$ cat src/rtl/pipe_pkg.sv
// Shared widths, ID/EX control bundle and hazard FSM state for the ID/EX stage.
// Used by id_ex_hazard_stage (optional HAZARD_STATS_EN counters) and load_use_detect.
package pipe_pkg;

  localparam int DATA_W = 32;
  localparam int REG_W  = 5;
  localparam int ALUC_W = 4;

  typedef enum logic [0:0] {
    ST_RUN    = 1'b0,
    ST_BUBBLE = 1'b1
  } hz_state_e;

  typedef struct packed {
    logic reg_wr;
    logic alu_src;
    logic mem_wr;
    logic mem_to_reg;
    logic valid;
  } ctrl_t;

  // A bubble carries no side effects: every control bit low.
  localparam ctrl_t BUBBLE_CTRL = ctrl_t'(5'b00000);

endpackage

$ cat src/rtl/load_use_detect.sv
// Combinational load-use compare: a valid load sitting in ID/EX whose non-zero
// target register is read by the valid instruction currently in ID.
module load_use_detect
  import pipe_pkg::*;
#(
  parameter int REG_W_P = REG_W
) (
  input  logic               i_Valid_ID,
  input  logic [REG_W_P-1:0] i_Rs_ID,
  input  logic [REG_W_P-1:0] i_Rt_ID,
  input  logic               i_UsesRs_ID,
  input  logic               i_UsesRt_ID,
  input  logic               i_MemtoReg_ID_EX,
  input  logic               i_RegWr_ID_EX,
  input  logic               i_Valid_ID_EX,
  input  logic [REG_W_P-1:0] i_RegTarget_ID_EX,
  output logic               o_LoadUse
);

  logic w_is_load;
  logic w_rs_hit;
  logic w_rt_hit;

  assign w_is_load = i_MemtoReg_ID_EX & i_RegWr_ID_EX & i_Valid_ID_EX &
                     (i_RegTarget_ID_EX != {REG_W_P{1'b0}});
  assign w_rs_hit  = i_UsesRs_ID & (i_Rs_ID == i_RegTarget_ID_EX);
  assign w_rt_hit  = i_UsesRt_ID & (i_Rt_ID == i_RegTarget_ID_EX);
  assign o_LoadUse = w_is_load & i_Valid_ID & (w_rs_hit | w_rt_hit);

endmodule

$ cat src/rtl/id_ex_hazard_stage.sv
// ID/EX pipeline register with one-cycle load-use interlock, branch flush and hold.
// Define HAZARD_STATS_EN to add saturating StallCnt/FlushCnt statistics outputs.
module id_ex_hazard_stage
  import pipe_pkg::*;
#(
  parameter int DATA_W_P = DATA_W,
  parameter int REG_W_P  = REG_W,
  parameter int ALUC_W_P = ALUC_W,
  parameter int CNT_W    = 16
) (
  input  logic                i_Clk,
  input  logic                i_Reset,
  input  logic                i_Valid_ID,
  input  logic [REG_W_P-1:0]  i_Rs_ID,
  input  logic [REG_W_P-1:0]  i_Rt_ID,
  input  logic [REG_W_P-1:0]  i_Rd_ID,
  input  logic                i_UsesRs_ID,
  input  logic                i_UsesRt_ID,
  input  logic [DATA_W_P-1:0] i_BusA_ID,
  input  logic [DATA_W_P-1:0] i_BusB_ID,
  input  logic [DATA_W_P-1:0] i_Imm32_ID,
  input  logic                i_RegWr_ID,
  input  logic                i_RegDst_ID,
  input  logic                i_ALUSrc_ID,
  input  logic                i_MemWr_ID,
  input  logic                i_MemtoReg_ID,
  input  logic [ALUC_W_P-1:0] i_ALUctr_ID,
  input  logic                i_Flush_ID_EX,
  input  logic                i_Hold,
  output logic [REG_W_P-1:0]  o_Rs_ID_EX,
  output logic [REG_W_P-1:0]  o_Rt_ID_EX,
  output logic [REG_W_P-1:0]  o_RegTarget_ID_EX,
  output logic [DATA_W_P-1:0] o_BusA_ID_EX,
  output logic [DATA_W_P-1:0] o_BusB_ID_EX,
  output logic [DATA_W_P-1:0] o_Imm32_ID_EX,
  output logic                o_RegWr_ID_EX,
  output logic                o_ALUSrc_ID_EX,
  output logic                o_MemWr_ID_EX,
  output logic                o_MemtoReg_ID_EX,
  output logic                o_Valid_ID_EX,
  output logic [ALUC_W_P-1:0] o_ALUctr_ID_EX,
`ifdef HAZARD_STATS_EN
  output logic [CNT_W-1:0]    o_StallCnt,
  output logic [CNT_W-1:0]    o_FlushCnt,
`endif
  output logic                o_Stall_PC,
  output logic                o_Stall_IF_ID
);

  hz_state_e           r_state;
  ctrl_t               r_ctrl;
  logic [REG_W_P-1:0]  r_rs;
  logic [REG_W_P-1:0]  r_rt;
  logic [REG_W_P-1:0]  r_target;
  logic [DATA_W_P-1:0] r_bus_a;
  logic [DATA_W_P-1:0] r_bus_b;
  logic [DATA_W_P-1:0] r_imm;
  logic [ALUC_W_P-1:0] r_aluctr;
  logic                w_load_use;
  logic                w_bubble_in;

  load_use_detect #(.REG_W_P(REG_W_P)) u_lud (
    .i_Valid_ID        (i_Valid_ID),
    .i_Rs_ID           (i_Rs_ID),
    .i_Rt_ID           (i_Rt_ID),
    .i_UsesRs_ID       (i_UsesRs_ID),
    .i_UsesRt_ID       (i_UsesRt_ID),
    .i_MemtoReg_ID_EX  (r_ctrl.mem_to_reg),
    .i_RegWr_ID_EX     (r_ctrl.reg_wr),
    .i_Valid_ID_EX     (r_ctrl.valid),
    .i_RegTarget_ID_EX (r_target),
    .o_LoadUse         (w_load_use)
  );

  // Flush outranks both hold and the interlock, so it always releases the front end.
  assign o_Stall_PC    = ~i_Flush_ID_EX & (i_Hold | w_load_use);
  assign o_Stall_IF_ID = ~i_Flush_ID_EX & (i_Hold | w_load_use);
  assign w_bubble_in   = i_Flush_ID_EX | w_load_use | ~i_Valid_ID;

  // Pipeline register and RUN/BUBBLE state; hold leaves everything untouched.
  always_ff @(posedge i_Clk) begin
    if (i_Reset) begin
      r_state  <= ST_RUN;
      r_ctrl   <= BUBBLE_CTRL;
      r_rs     <= {REG_W_P{1'b0}};
      r_rt     <= {REG_W_P{1'b0}};
      r_target <= {REG_W_P{1'b0}};
      r_bus_a  <= {DATA_W_P{1'b0}};
      r_bus_b  <= {DATA_W_P{1'b0}};
      r_imm    <= {DATA_W_P{1'b0}};
      r_aluctr <= {ALUC_W_P{1'b0}};
    end else if (i_Hold && !i_Flush_ID_EX) begin
      r_state <= r_state;
    end else begin
      r_state <= (w_load_use && !i_Flush_ID_EX) ? ST_BUBBLE : ST_RUN;
      if (w_bubble_in) begin
        r_ctrl   <= BUBBLE_CTRL;
        r_rs     <= {REG_W_P{1'b0}};
        r_rt     <= {REG_W_P{1'b0}};
        r_target <= {REG_W_P{1'b0}};
        r_bus_a  <= {DATA_W_P{1'b0}};
        r_bus_b  <= {DATA_W_P{1'b0}};
        r_imm    <= {DATA_W_P{1'b0}};
        r_aluctr <= {ALUC_W_P{1'b0}};
      end else begin
        r_ctrl   <= '{reg_wr: i_RegWr_ID, alu_src: i_ALUSrc_ID, mem_wr: i_MemWr_ID,
                      mem_to_reg: i_MemtoReg_ID, valid: 1'b1};
        r_rs     <= i_Rs_ID;
        r_rt     <= i_Rt_ID;
        r_target <= i_RegDst_ID ? i_Rd_ID : i_Rt_ID;
        r_bus_a  <= i_BusA_ID;
        r_bus_b  <= i_BusB_ID;
        r_imm    <= i_Imm32_ID;
        r_aluctr <= i_ALUctr_ID;
      end
    end
  end

`ifdef HAZARD_STATS_EN
  logic [CNT_W-1:0] r_stall_cnt;
  logic [CNT_W-1:0] r_flush_cnt;

  // Saturating event counters; neither advances while the pipeline is held.
  always_ff @(posedge i_Clk) begin
    if (i_Reset) begin
      r_stall_cnt <= {CNT_W{1'b0}};
      r_flush_cnt <= {CNT_W{1'b0}};
    end else if (i_Hold) begin
      r_stall_cnt <= r_stall_cnt;
      r_flush_cnt <= r_flush_cnt;
    end else begin
      if (w_load_use && !i_Flush_ID_EX && (r_stall_cnt != {CNT_W{1'b1}})) begin
        r_stall_cnt <= r_stall_cnt + {{(CNT_W-1){1'b0}}, 1'b1};
      end else begin
        r_stall_cnt <= r_stall_cnt;
      end
      if (i_Flush_ID_EX && (r_flush_cnt != {CNT_W{1'b1}})) begin
        r_flush_cnt <= r_flush_cnt + {{(CNT_W-1){1'b0}}, 1'b1};
      end else begin
        r_flush_cnt <= r_flush_cnt;
      end
    end
  end

  assign o_StallCnt = r_stall_cnt;
  assign o_FlushCnt = r_flush_cnt;
`endif

  assign o_Rs_ID_EX        = r_rs;
  assign o_Rt_ID_EX        = r_rt;
  assign o_RegTarget_ID_EX = r_target;
  assign o_BusA_ID_EX      = r_bus_a;
  assign o_BusB_ID_EX      = r_bus_b;
  assign o_Imm32_ID_EX     = r_imm;
  assign o_RegWr_ID_EX     = r_ctrl.reg_wr;
  assign o_ALUSrc_ID_EX    = r_ctrl.alu_src;
  assign o_MemWr_ID_EX     = r_ctrl.mem_wr;
  assign o_MemtoReg_ID_EX  = r_ctrl.mem_to_reg;
  assign o_Valid_ID_EX     = r_ctrl.valid;
  assign o_ALUctr_ID_EX    = r_aluctr;

endmodule

$ cat config.mk
export PLATFORM = sky130hd
export DESIGN_NAME = id_ex_hazard_stage
export DESIGN_NICKNAME = d
export VERILOG_FILES = /design/src/rtl/pipe_pkg.sv /design/src/rtl/load_use_detect.sv /design/src/rtl/id_ex_hazard_stage.sv
export SDC_FILE = /design/constraint.sdc
export NUM_CORES = 1
export LEC_CHECK = 0
export ABC_CLOCK_PERIOD_IN_PS = 3400
export CORE_MARGIN = 2
export CORE_UTILIZATION = 44
export CTS_CLUSTER_SIZE = 16
export DETAILED_ROUTE_END_ITERATION = 10
export HOLD_SLACK_MARGIN = 0.06
export PLACE_DENSITY = 0.94
export SYNTH_ARGS = -nofsm -noshare
export SYNTH_HDL_FRONTEND = slang
export SYNTH_SLANG_ARGS = --single-unit
$ cat constraint.sdc
create_clock -name i_Clk -period 3.4 [get_ports i_Clk]
set_input_delay 0.34 -clock i_Clk [delete_from_list [all_inputs] [get_ports i_Clk]]
set_output_delay 0.34 -clock i_Clk [all_outputs]
set_load 0.005 [all_outputs]
; ---- Word-level counts from Yosys, hierarchy flattened
; Index checks and enable logic that the tools add are counted.
[word_totals]
register_bits = 120
latchBits = 0
ram_bits = 0
rom_bits = 0
output_inout_bits = 122
elab_cells = 40
mem_count = 0
[op_classes]
n_addsub = 0
multipliers = 0
div_mod_pow = 0
n_lt_le_gt_ge = 0
eq_ne = 2
n_shift = 0
mux = 9
n_bitwise = 14
reduce_logical = 3
[op_table]
columns = cell, n
row1 = 32-bit 2-to-1 mux, 3
row2 = 5-bit 2-to-1 mux, 5
row3 = 5-bit == test, 2
row4 = 1-bit bitwise AND, 8
row5 = 5-bit nonzero test, 1
row6 = 4-bit 2-to-1 mux, 1
row7 = 1-bit OR, 4
row8 = 1-bit NOT, 2
row9 = 1-bit logical AND, 1
row10 = 1-bit zero test, 1

; ---- Longest topological paths before layout
; Gate-level depths: netlist of run 1.
[depth]
depth_word = 8
depth_mapped = 6
ltp_nobuf = 4

; ---- Cells and area by module
; Synthesis of run 1 repeated with hierarchy kept, for this count alone.
[unflattened]
hier_cells = 427
hier_area_um2 = 4196.5
[by_module_without_submodules]
columns = module, instances, cells_each, area_each_um2, seq_area_each_um2
row1 = id_ex_hazard_stage, 1, 409, 4056.4, 2402.3
row2 = load_use_detect, 1, 18, 140.1, 0.0

; ---- Worst setup path before layout of run 1
; OpenSTA, ideal clock, no wires.
[synth_timing]
path_type = register to output
from = register r_target[1], in the netlist o_RegTarget_ID_EX[1]
to = output port o_Stall_PC
arrival_ns = 1.606
required_ns = 3.060
path_slack_ns = 1.454
stages_incl_launch_ff = 7
n_path_buf = 2
path_cell_list = dfxtp_1 or4_1 o21ai_2 buf_4 nor2_1 a22o_1 buf_4
[synth_via]
elab_chain_cells = 6
[synth_lines]
columns = element, line
row1 = start: declaration, id_ex_hazard_stage.sv:54  ; logic [REG_W_P-1:0] r_target;
row2 = start signal: assignment, id_ex_hazard_stage.sv:87  ; r_target <= {REG_W_P{1'b0}};
row3 = start signal: assignment, id_ex_hazard_stage.sv:100  ; r_target <= {REG_W_P{1'b0}};
row4 = start signal: assignment, id_ex_hazard_stage.sv:110  ; r_target <= i_RegDst_ID ? i_Rd_ID : i_Rt_ID;
row5 = "5-bit == test, or another cell as far along", load_use_detect.sv:26  ; assign w_rs_hit = i_UsesRs_ID & (i_Rs_ID == i_RegTarget_ID_EX);
row6 = "1-bit bitwise AND, on equally long branches", "load_use_detect.sv:26, load_use_detect.sv:24, load_use_detect.sv:27"
row7 = 1-bit OR or 1-bit bitwise AND (tied branches), load_use_detect.sv:28  ; assign o_LoadUse = w_is_load & i_Valid_ID & (w_rs_hit | w_rt_hit);
row8 = 1-bit bitwise AND (*), load_use_detect.sv:28
row9 = 1-bit OR (*), n/a
row10 = 1-bit bitwise AND (*), n/a
row11 = end: declaration, id_ex_hazard_stage.sv:46  ; output logic o_Stall_PC,
; Mark *: on every way between the ends. The rest lies on a longest branch, timed or not.

; ---- Worst setup path in the final report of run 1
[layout_timing]
from = register r_target[1], in the netlist o_RegTarget_ID_EX[1]
to = register r_imm[9], in the netlist o_Imm32_ID_EX[9]
[layout_via]
elab_chain_cells = 7
[layout_lines]
columns = element, line
row1 = "5-bit == test, or another cell as far along", load_use_detect.sv:26
row2 = "1-bit bitwise AND, on equally long branches", "load_use_detect.sv:26, load_use_detect.sv:24, load_use_detect.sv:27"
row3 = 1-bit OR or 1-bit bitwise AND (tied branches), load_use_detect.sv:28
row4 = 1-bit bitwise AND (*), load_use_detect.sv:28
row5 = 1-bit OR (*) (2 in series), id_ex_hazard_stage.sv:78  ; assign w_bubble_in = i_Flush_ID_EX | w_load_use | ~i_Valid_ID;
row6 = 32-bit 2-to-1 mux (*), id_ex_hazard_stage.sv:96  ; if (w_bubble_in) begin
row7 = end signal: assignment, id_ex_hazard_stage.sv:90  ; r_imm <= {DATA_W_P{1'b0}};
row8 = end signal: assignment, id_ex_hazard_stage.sv:103  ; r_imm <= {DATA_W_P{1'b0}};
row9 = end signal: assignment, id_ex_hazard_stage.sv:113  ; r_imm <= i_Imm32_ID;
row10 = end: declaration, id_ex_hazard_stage.sv:57  ; logic [DATA_W_P-1:0] r_imm;
; Marks and branches as above.
; A chain may end at the register's enable or synchronous reset.

==> flow_summary.yaml, run 1 <==
power:
  clkPwrFrac_pct: 50.4
  power_density_nw_per_um2: 478
  power.internal_mw: 3.10
  switchingPower_uw: 815
  power_leakage_nw: 2.74
  pwr-share-seq_pct: 38.3
  pwr-share-comb_pct: 11.2
  sw_frac_of_total_pct: 20.8
  ir_drop_v: 0.000376
routing:
  firstDrtPassIters: 5
  met1_length_mm: 6.59
  top_layer: "met4"
  drt_iter0_markers: 539
  viasPerCell: 6.05
  vias: 5679
  drtAntennaViolNets: 0
  route.met3.wl_mm: 1.72
  wl_per_cell_um: 18.8
  totalWireLength_mm: 17.6
  drc: 0
  met2_length_mm: 8.86
timing:
  finalCritPeriodShare_pct: 79.8
  worst_pin_slew_ns: 1.26
  rsz0062_at_grt: "no"
  skew_ns: 0.00424
  slew_headroom_pct: 15.9
  period_needed_ns: 2.71
  setup_violations: 0
  slew_viol_final: 0
  hold_violations: 0
  hold_ws_ns: 0.469
  tns_ns: 0
  fmax_ghz: 0.368
worst_setup_path:
  reg2regPathDepth: 5
  arrival_ns: 3.04
  critPathKind: "reg2reg"
  critPathRequiredTime_ns: 3.73
  cp-end-kind: "register"
  rrSetupSlack_ns: 0.69
  cp-startpoint: "o_RegTarget_ID_EX[1]"
  r2r-start: "o_RegTarget_ID_EX[1]"
  critPathCapture: "o_Imm32_ID_EX[9]"
  start_kind: "register"
  worst-path-max-fanout: 120
  r2r_end: "o_Imm32_ID_EX[9]"
run_status:
  outcome: "finished, final reports clean"
cells_and_area:
  stdcell_count: 938
  nNetsFinal: 909
  num_antenna_cells: 0
  syn_to_final_growth_pct: 62.7
  drive_gt1_share_pct: 5.91
  multi_input_area_um2: 2350
  seqCellArea_um2: 2400
  fill_cells: 753
clock_network:
  path_clk_slew_ns: 0.05
  ctsResizeCount: 0
  clk_latency_ns: 0.41
  htreeDepth: 4
  post-cts-setup-buffers: 0
  cts_root_buf: "clkbuf_16"
  cts_sinks: 120
  cts_tree: "built"
  numCtsBuffers: 17
  clockBufferDepth: 2
  cts_hold_buf: 0
logic_synthesis:
  synth_seq_cells: 120
  ys_warn_count: 0
  avgSynthCellArea_um2: 8.75
  synth_seq_area_share_pct: 47.7
  synth_cell_types: 24
  syn-cell-area_um2: 5030
  netlist_instances: 575
  synth_fp_nets: 702
floorplan:
  fp.dieW_um: 111
  rows: 39
  initial_core_util_pct: 44.6
  core_um2: 11300
  boundaryPins: 249
  dieArea_um2: 12300
  die-height_um: 111
place:
  io_buffer_count: 248
  dp.cells: 906
  place_congestion: 0.911
  dpl.hpwl_mm: 11.2
worst_hold_path:
  hold_class: "reg2reg"
global_route:
  grt_pass1_wl_mm: 28.0
  overflow: 0
  grt_usage_pct: 27.9
  antenna_found_initial: 0
  grt_max_degree: 121
  grt_pass1_vias: 5554
job:
  maxCapViolCount: 0
## state kept, by name, indices dropped and copies added (netlist names), 4 cells and up
name	count
o_ALUctr_ID_EX	4
o_BusA_ID_EX	32
o_BusB_ID_EX	32
o_Imm32_ID_EX	32
o_RegTarget_ID_EX	5
o_Rs_ID_EX	5
o_Rt_ID_EX	5
## power by group through the flow
stage | combinational (mW) | clock (mW) | sequential (mW)
3_3_place_gp | 0.417 | 0 | 1.52
6_report | 0.439 | 1.97 | 1.50
3_5_place_dp | 0.431 | 0 | 1.53
2_1_floorplan | 0.111 | 0 | 1.53
4_1_cts | 0.436 | 2.00 | 1.50
5_1_grt | 0.465 | 2.06 | 1.50
## critical path: stages (launching register included)
cell and delay, ns:
dfxtp_1 0.40, or4_1 0.61, o21ai_4 0.17, buf_4 0.95, a32oi_1 0.27, o21ai_1 0.19
## synthesized netlist by cell type
cell type  instances  share of area [%]
dfxtp_1          120                 48
nand2_1          116                8.7
a32oi_1          114                 20
o21ai_1           84                8.4
clkbuf_1          47                3.5
o21ai_0           31                3.1
buf_4             11                1.6
a21oi_1           10               0.99
xnor2_1           10                1.7
a22oi_1            6               0.90
buf_2              6               0.60
mux2_2             5                1.1
buf_1              2               0.15
inv_1              2               0.15
nand4_1            2               0.25
a22o_1             1               0.17
and4_1             1               0.17
clkbuf_2           1              0.099
nor2_1             1              0.075
nor3b_1            1               0.15
nor4b_1            1               0.17
o21ai_2            1               0.17
o22ai_1            1               0.12
or4_1              1               0.15
## routing by layer
metal | vias to the layer above | track usage (%)
li1 | 2603 | -
met1 | 2703 | 30.5
met2 | 332 | 47.9
met3 | 41 | 10.9
met4 | 0 | 12.4
met5 | - | 0
## kinds of logic (layout without fill, tap and decap cells)
kind of cell / after synthesis / count (layout) / synth area share [%]
AND/OR/NAND/NOR: 123 / 123 / 9.62
XOR/XNOR: 10 / 10 / 1.74
multiplexers: 5 / 5 / 1.12
flip-flops: 120 / 120 / 47.7
AO/OA/AOI/OAI: 248 / 248 / 33.6
buffers and inverters: 69 / 289 / 6.14
## worst min path at each step
stage | from | to | slack (ns) | cells after the start
final | o_ALUSrc_ID_EX | o_ALUSrc_ID_EX | 0.47 | 2
after detailed placement | o_BusA_ID_EX[29] | o_BusA_ID_EX[29] | 0.46 | 2
after global placement | o_BusA_ID_EX[27] | o_BusA_ID_EX[27] | 0.45 | 2
after global routing | o_BusA_ID_EX[17] | o_BusA_ID_EX[17] | 0.49 | 2
after floorplan | o_ALUSrc_ID_EX | o_ALUSrc_ID_EX | 0.46 | 2
after CTS | o_BusA_ID_EX[17] | o_BusA_ID_EX[17] | 0.47 | 2
## through the flow
stage	setup WS, ns	area [um2]	util, %	power (mW)
after global routing	0.571	8190	72.6	4.03
final	0.685	8190	72.6	3.91
after detailed placement	0.787	7530	66.8	1.96
after floorplan	1.45	5030	-	1.64
after global placement	0.858	7530	66.8	1.94
after CTS	0.713	8190	72.6	3.93
## area by class of cell
type / count / share of cell area [%]
clock buffers: 25 / 6.42
clock inverters: 7 / 1.65
well taps: 143 / 2.19
multi-input cells: 386 / 28.7
inverters: 2 / 0.0917
flip-flops and latches: 120 / 29.3
repair buffers: 255 / 31.6
## cell usage in the layout (no fill, tap or decap), drive strengths merged
master         synthesis  final
nor4b                  1      1
nand4                  2      2
or4                    1      1
inv                    2      2
bufinv                 0      4
o22ai                  1      1
clkbuf                48     25
a21oi                 10     10
a22o                   1      1
a32oi                114    114
clkinv                 0      3
o21ai                116    116
buf                   19      7
xnor2                 10     10
nor3b                  1      1
a22oi                  6      6
nand2                116    116
dfxtp                120    120
clkdlybuf4s50          0    248
and4                   1      1
nor2                   1      1
mux2                   5      5
Power figures use the tool's default switching activity.
==> run 2: changes to the inputs <==
--- a/config.mk
+++ b/config.mk
@@ -5,13 +5,13 @@
 export SDC_FILE = /design/constraint.sdc
 export NUM_CORES = 1
 export LEC_CHECK = 0
-export ABC_CLOCK_PERIOD_IN_PS = 3400
+export ABC_CLOCK_PERIOD_IN_PS = 2300
 export CORE_MARGIN = 2
-export CORE_UTILIZATION = 44
+export CORE_UTILIZATION = 37
 export CTS_CLUSTER_SIZE = 16
 export DETAILED_ROUTE_END_ITERATION = 10
 export HOLD_SLACK_MARGIN = 0.06
-export PLACE_DENSITY = 0.94
+export PLACE_DENSITY = 0.85
 export SYNTH_ARGS = -nofsm -noshare
 export SYNTH_HDL_FRONTEND = slang
 export SYNTH_SLANG_ARGS = --single-unit
==> constraint.sdc (replaced) <==
create_clock -name i_Clk -period 2.3 [get_ports i_Clk]
set_input_delay 0.23 -clock i_Clk [delete_from_list [all_inputs] [get_ports i_Clk]]
set_output_delay 0.23 -clock i_Clk [all_outputs]
set_load 0.005 [all_outputs]
==> run 2 against run 1 <==
Clock power grew 29%. Design area grew 1.0%. Critical path depth is the same. Critical endpoint is now o_Stall_IF_ID. Largest cell class unchanged.
==> flow_summary.yaml, run 2 (synthesis results as in run 1) <==
place:
  place_congestion: 0.770
  dpl.hpwl_mm: 10.2
  io_buffer_count: 248
  preCtsSetupSlack_ns: 0.0749
  dp.cells: 952
clock_network:
  clk_latency_ns: 0.40
  clockBufferDepth: 2
  cts_tree: "built"
  numCtsBuffers: 17
  path_clk_slew_ns: 0.06
  cts_root_buf: "clkbuf_16"
  htreeDepth: 4
  post-cts-setup-buffers: 0
  cts_sinks: 120
timing:
  tns_ns: 0
  hold_violations: 0
  finalCritPeriodShare_pct: 92.1
  setup_violations: 0
  fmax_ghz: 0.472
  fin_ws_ns: 0.182
  slew_headroom_pct: 62.2
  slew_viol_final: 0
  skew_ns: 0.00585
  worst_pin_slew_ns: 0.567
  period_needed_ns: 2.12
  rsz0062_at_grt: "no"
  hold_ws_ns: 0.402
cells_and_area:
  stdcell_count: 983
  multi_input_area_um2: 2360
  fill_cells: 1103
  syn_to_final_growth_pct: 64.3
  nNetsFinal: 922
  num_antenna_cells: 0
  drive_gt1_share_pct: 7.56
  seqCellArea_um2: 2410
  final_cell_mix: "clkdlybuf4s50_1 (246), dfxtp_1 (117), nand2_1 (116)"
  final_common_cell: "clkdlybuf4s50_1"
worst_setup_path:
  rrSetupSlack_ns: 0.30
  arrival_ns: 1.89
  start_kind: "register"
  critPathMaxStageDelay_ns: 0.52
  critPathTopFamily: "simple AND/OR/NAND/NOR gates"
  r2r_end: "o_BusA_ID_EX[13]"
  slowest_stage: "or4_4"
  cp-end-kind: "output port"
  r2r-start: "o_RegTarget_ID_EX[2]"
  reg2regPathDepth: 5
  critPathKind: "reg2out"
  critPathRequiredTime_ns: 2.07
  worst-path-max-fanout: 4
  cp.buffers_inverters: 1
  timing.critical_path.cells: "or4_4 -> o21ai_4 -> nor2_1 -> a22o_1 -> dlymetal6s2s_1"
routing:
  wl_per_cell_um: 16.4
  drc: 0
  totalWireLength_mm: 16.1
  drt_iter0_markers: 478
  vias: 5375
  drtAntennaViolNets: 0
  firstDrtPassIters: 5
  viasPerCell: 5.47
floorplan:
  initial_core_util_pct: 38.0
  fp.dieW_um: 121
  dieArea_um2: 14500
  rows: 42
  die-height_um: 121
  core_um2: 13200
  boundaryPins: 249
global_route:
  grt_pass1_vias: 4996
  overflow: 0
  antenna_found_initial: 0
  grt_usage_pct: 21.1
  grt_pass1_wl_mm: 25.2
  grt_max_degree: 121
power:
  total_power_mw: 5.40
  power_density_nw_per_um2: 653
  power_leakage_nw: 2.79
  ir_drop_v: 0.000494
worst_hold_path:
  hold_end: "o_BusB_ID_EX[5]"
  hold_depth: 3
  hold_class: "in2reg"
  hold_start: "i_BusB_ID[5]"
job:
  maxCapViolCount: 0
run_status:
  outcome: "finished, final reports clean"
-- run 2: worst register-to-register path: cells and delay by family (launching register included) --
family	cells	cell delay [ns]
buffers and inverters	1	0.45
AOI/OAI and AO/OA	3	0.58
and+or+nand+nor	1	0.53
DFF	1	0.36
-- run 2: layout make-up --
class	instances	area share (%)
Clock inverter	9	1.21
Timing Repair Buffer	268	32.8
Multi-Input combinational cell	386	28.5
Tap cell	176	2.66
Clock buffer	22	5.61
Inverter	2	0.0908
Sequential cell	120	29.1
-- run 2: stage by stage --
step	utilization (%)	area, um2
final	62.5	8270
after detailed placement	58.1	7690
after global placement	58.1	7690
after CTS	62.4	8260
after floorplan	-	5030
after global routing	62.5	8270
-- run 2: report_power, final --
part	switching, mW	total (mW)	internal [mW]
logic	0.238	0.651	0.413
registers	0.0465	2.21	2.16
clock network	0.902	2.54	1.63
-- run 2: how the worst max path moves through the flow --
stage | to | from | slack (ns) | depth (start not counted)
finish | o_Stall_IF_ID | o_RegTarget_ID_EX[2] | 0.18 | 5
global route | o_Stall_IF_ID | o_RegTarget_ID_EX[2] | 0.12 | 5
CTS | o_Stall_IF_ID | o_RegTarget_ID_EX[2] | -0.13 | 5
detailed placement | o_Stall_IF_ID | i_Rt_ID[2] | 0.07 | 6
global placement | o_Stall_IF_ID | i_Rt_ID[2] | 0.09 | 6
floorplan | o_Stall_PC | o_RegTarget_ID_EX[1] | 0.46 | 6
-- run 2: timing repair --
item	in CTS	in global routing
pin swaps	0	0
gates resized for setup	3	4
setup endpoints to repair	2	2
hold buffers	0	0
-- run 2: routing by layer --
metal,share of wire (%),track usage (%),up-vias
met3,9.6,8.30,20
met1,42,26.1,2493
met4,1.5,6.25,0
li1,-,-,2624
met2,47,34.1,238
met5,0,0,-
==> run 3: changes to the inputs <==
--- a/config.mk
+++ b/config.mk
@@ -12,6 +12,7 @@
 export DETAILED_ROUTE_END_ITERATION = 10
 export HOLD_SLACK_MARGIN = 0.06
 export PLACE_DENSITY = 0.85
+export REMOVE_ABC_BUFFERS = 1
 export SYNTH_ARGS = -nofsm -noshare
 export SYNTH_HDL_FRONTEND = slang
 export SYNTH_SLANG_ARGS = --single-unit
==> run 3 against run 2 <==
Non-clock buffer count down 4. Die area did not move. First-iteration DRC count is 6.1% higher. Final cell count decreased by 0.41%.
==> flow_summary.yaml, run 3 (synthesis results as in run 1) <==
timing:
  skew_ns: 0.00796
  slew_viol_final: 0
  finalCritPeriodShare_pct: 95.8
  hold_violations: 0
  slew_headroom_pct: 63.2
  tns_ns: 0
  setup_violations: 0
  period_needed_ns: 2.20
  rsz0062_at_grt: "no"
  fmax_ghz: 0.454
  worst_pin_slew_ns: 0.552
cells_and_area:
  multi_input_area_um2: 2360
  seqCellArea_um2: 2400
  nNetsFinal: 918
  final_cell_mix: "clkdlybuf4s50_1 (246), dfxtp_1 (119), nand2_1 (116)"
  syn_to_final_growth_pct: 63.6
  final_common_cell: "clkdlybuf4s50_1"
  fill_cells: 1116
  drive_gt1_share_pct: 6.72
  num_antenna_cells: 0
  stdcell_area_um2: 8230
  stdcell_count: 979
worst_setup_path:
  critPathKind: "reg2out"
  cp-startpoint: "o_RegTarget_ID_EX[4]"
  r2r-start: "o_RegTarget_ID_EX[4]"
  reg2regPathDepth: 6
  start_kind: "register"
  worst-path-max-fanout: 6
  critPathCapture: "o_Stall_PC"
  rrSetupSlack_ns: 0.25
  r2r_end: "o_BusA_ID_EX[27]"
  arrival_ns: 1.97
  cp-end-kind: "output port"
  critPathRequiredTime_ns: 2.07
clock_network:
  clk_latency_ns: 0.40
  htreeDepth: 4
  path_clk_slew_ns: 0.05
  clockBufferDepth: 2
  numCtsBuffers: 17
  cts_hold_buf: 0
  cts_root_buf: "clkbuf_16"
  cts_tree: "built"
  cts_sinks: 120
floorplan:
  initial_core_util_pct: 38.0
  boundaryPins: 249
  fp.dieW_um: 121
  core_um2: 13200
  die-height_um: 121
  rows: 42
  dieArea_um2: 14500
power:
  power_density_nw_per_um2: 636
  total_power_mw: 5.24
  ir_drop_v: 0.000499
  power_leakage_nw: 2.74
routing:
  wl_per_cell_um: 16.0
  drc: 0
  totalWireLength_mm: 15.7
  vias: 5440
  firstDrtPassIters: 5
  drtAntennaViolNets: 0
  drt_iter0_markers: 507
  viasPerCell: 5.56
job:
  maxCapViolCount: 0
run_status:
  outcome: "finished, final reports clean"
place:
  place_congestion: 0.768
  placed_area_um2: 7690
  io_buffer_count: 248
  dp.cells: 947
  dpl.hpwl_mm: 9.74
global_route:
  grt_usage_pct: 20.6
  antenna_found_initial: 0
  grt_max_degree: 121
  grt_pass1_vias: 4936
  overflow: 0
  grt_pass1_wl_mm: 24.4
worst_hold_path:
  hold_class: "in2reg"
[run 3: cell count changes in the layout (fill, tap and decap cells not counted), moves of 2 or more]
cell            change
buf_4               -7
buf_12              +3
dfxtp_1             +2
dlygate4sd2_1       +2
dlymetal6s2s_1      -2
[run 3: cell type report]
type / instances / area share (%)
tap: 176 / 2.67
timing repair buffer: 264 / 32.9
multi-input combinational: 386 / 28.6
inverter: 2 / 0.0912
clock buffer: 22 / 5.52
clock inverter: 9 / 0.942
sequential: 120 / 29.2
[run 3: worst min-delay path by stage]
stage / start / endpoint / slack [ns] / cells after the start
global route: i_BusB_ID[0] / o_BusB_ID_EX[0] / 0.39 / 3
detailed placement: o_BusA_ID_EX[18] / o_BusA_ID_EX[18] / 0.45 / 2
floorplan: i_ALUctr_ID[0] / o_ALUctr_ID_EX[0] / 0.36 / 2
CTS: i_BusB_ID[28] / o_BusB_ID_EX[28] / 0.38 / 3
global placement: o_BusA_ID_EX[31] / o_BusA_ID_EX[31] / 0.45 / 2
finish: i_BusA_ID[3] / o_BusA_ID_EX[3] / 0.40 / 3
[run 3: metrics by stage]
step | setup slack (ns) | hold slack [ns] | utilization (%)
detailed placement | 0.0726 | 0.454 | 58.1
floorplan | -17.04 | 0.363 | -
global placement | 0.0893 | 0.446 | 58.1
CTS | 0.0672 | 0.378 | 62.1
finish | 0.0963 | 0.397 | 62.2
global route | 0.0106 | 0.387 | 62.2
[run 3: where the power goes]
| part | leakage [nW] | internal (mW) | total [mW] | switching [mW] |
|---|---|---|---|---|
| Sequential | 0.978 | 2.16 | 2.21 | 0.0446 |
| Clock | 0.256 | 1.49 | 2.38 | 0.888 |
| Combinational | 1.51 | 0.412 | 0.649 | 0.236 |
| Total | 2.74 | 4.07 | 5.24 | 1.17 |
[run 3: what timing repair did]
item | CTS | global route
setup endpoints to repair | 2 | 1
setup buffers | 0 | 1
gates resized for setup | 4 | 0
pin swaps | 0 | 1
[run 3: routing by layer]
layer / wire length (um) / global-route usage, % / vias to the layer above / part of all wire [%]
met5: 0 / 0 / - / 0
met4: 378 / 8.50 / 0 / 2.4
met3: 1440 / 7.45 / 29 / 9.2
met2: 7310 / 32.0 / 248 / 47
met1: 6550 / 25.9 / 2539 / 42
li1: - / - / 2624 / -
[run 3: worst max-delay path, stage by stage, from the launching register on]
cell	delay, ns
dfxtp_2	0.36
or4_4	0.51
o21ai_4	0.18
nor2_1	0.06
a22o_1	0.20
dlygate4sd2_1	0.26
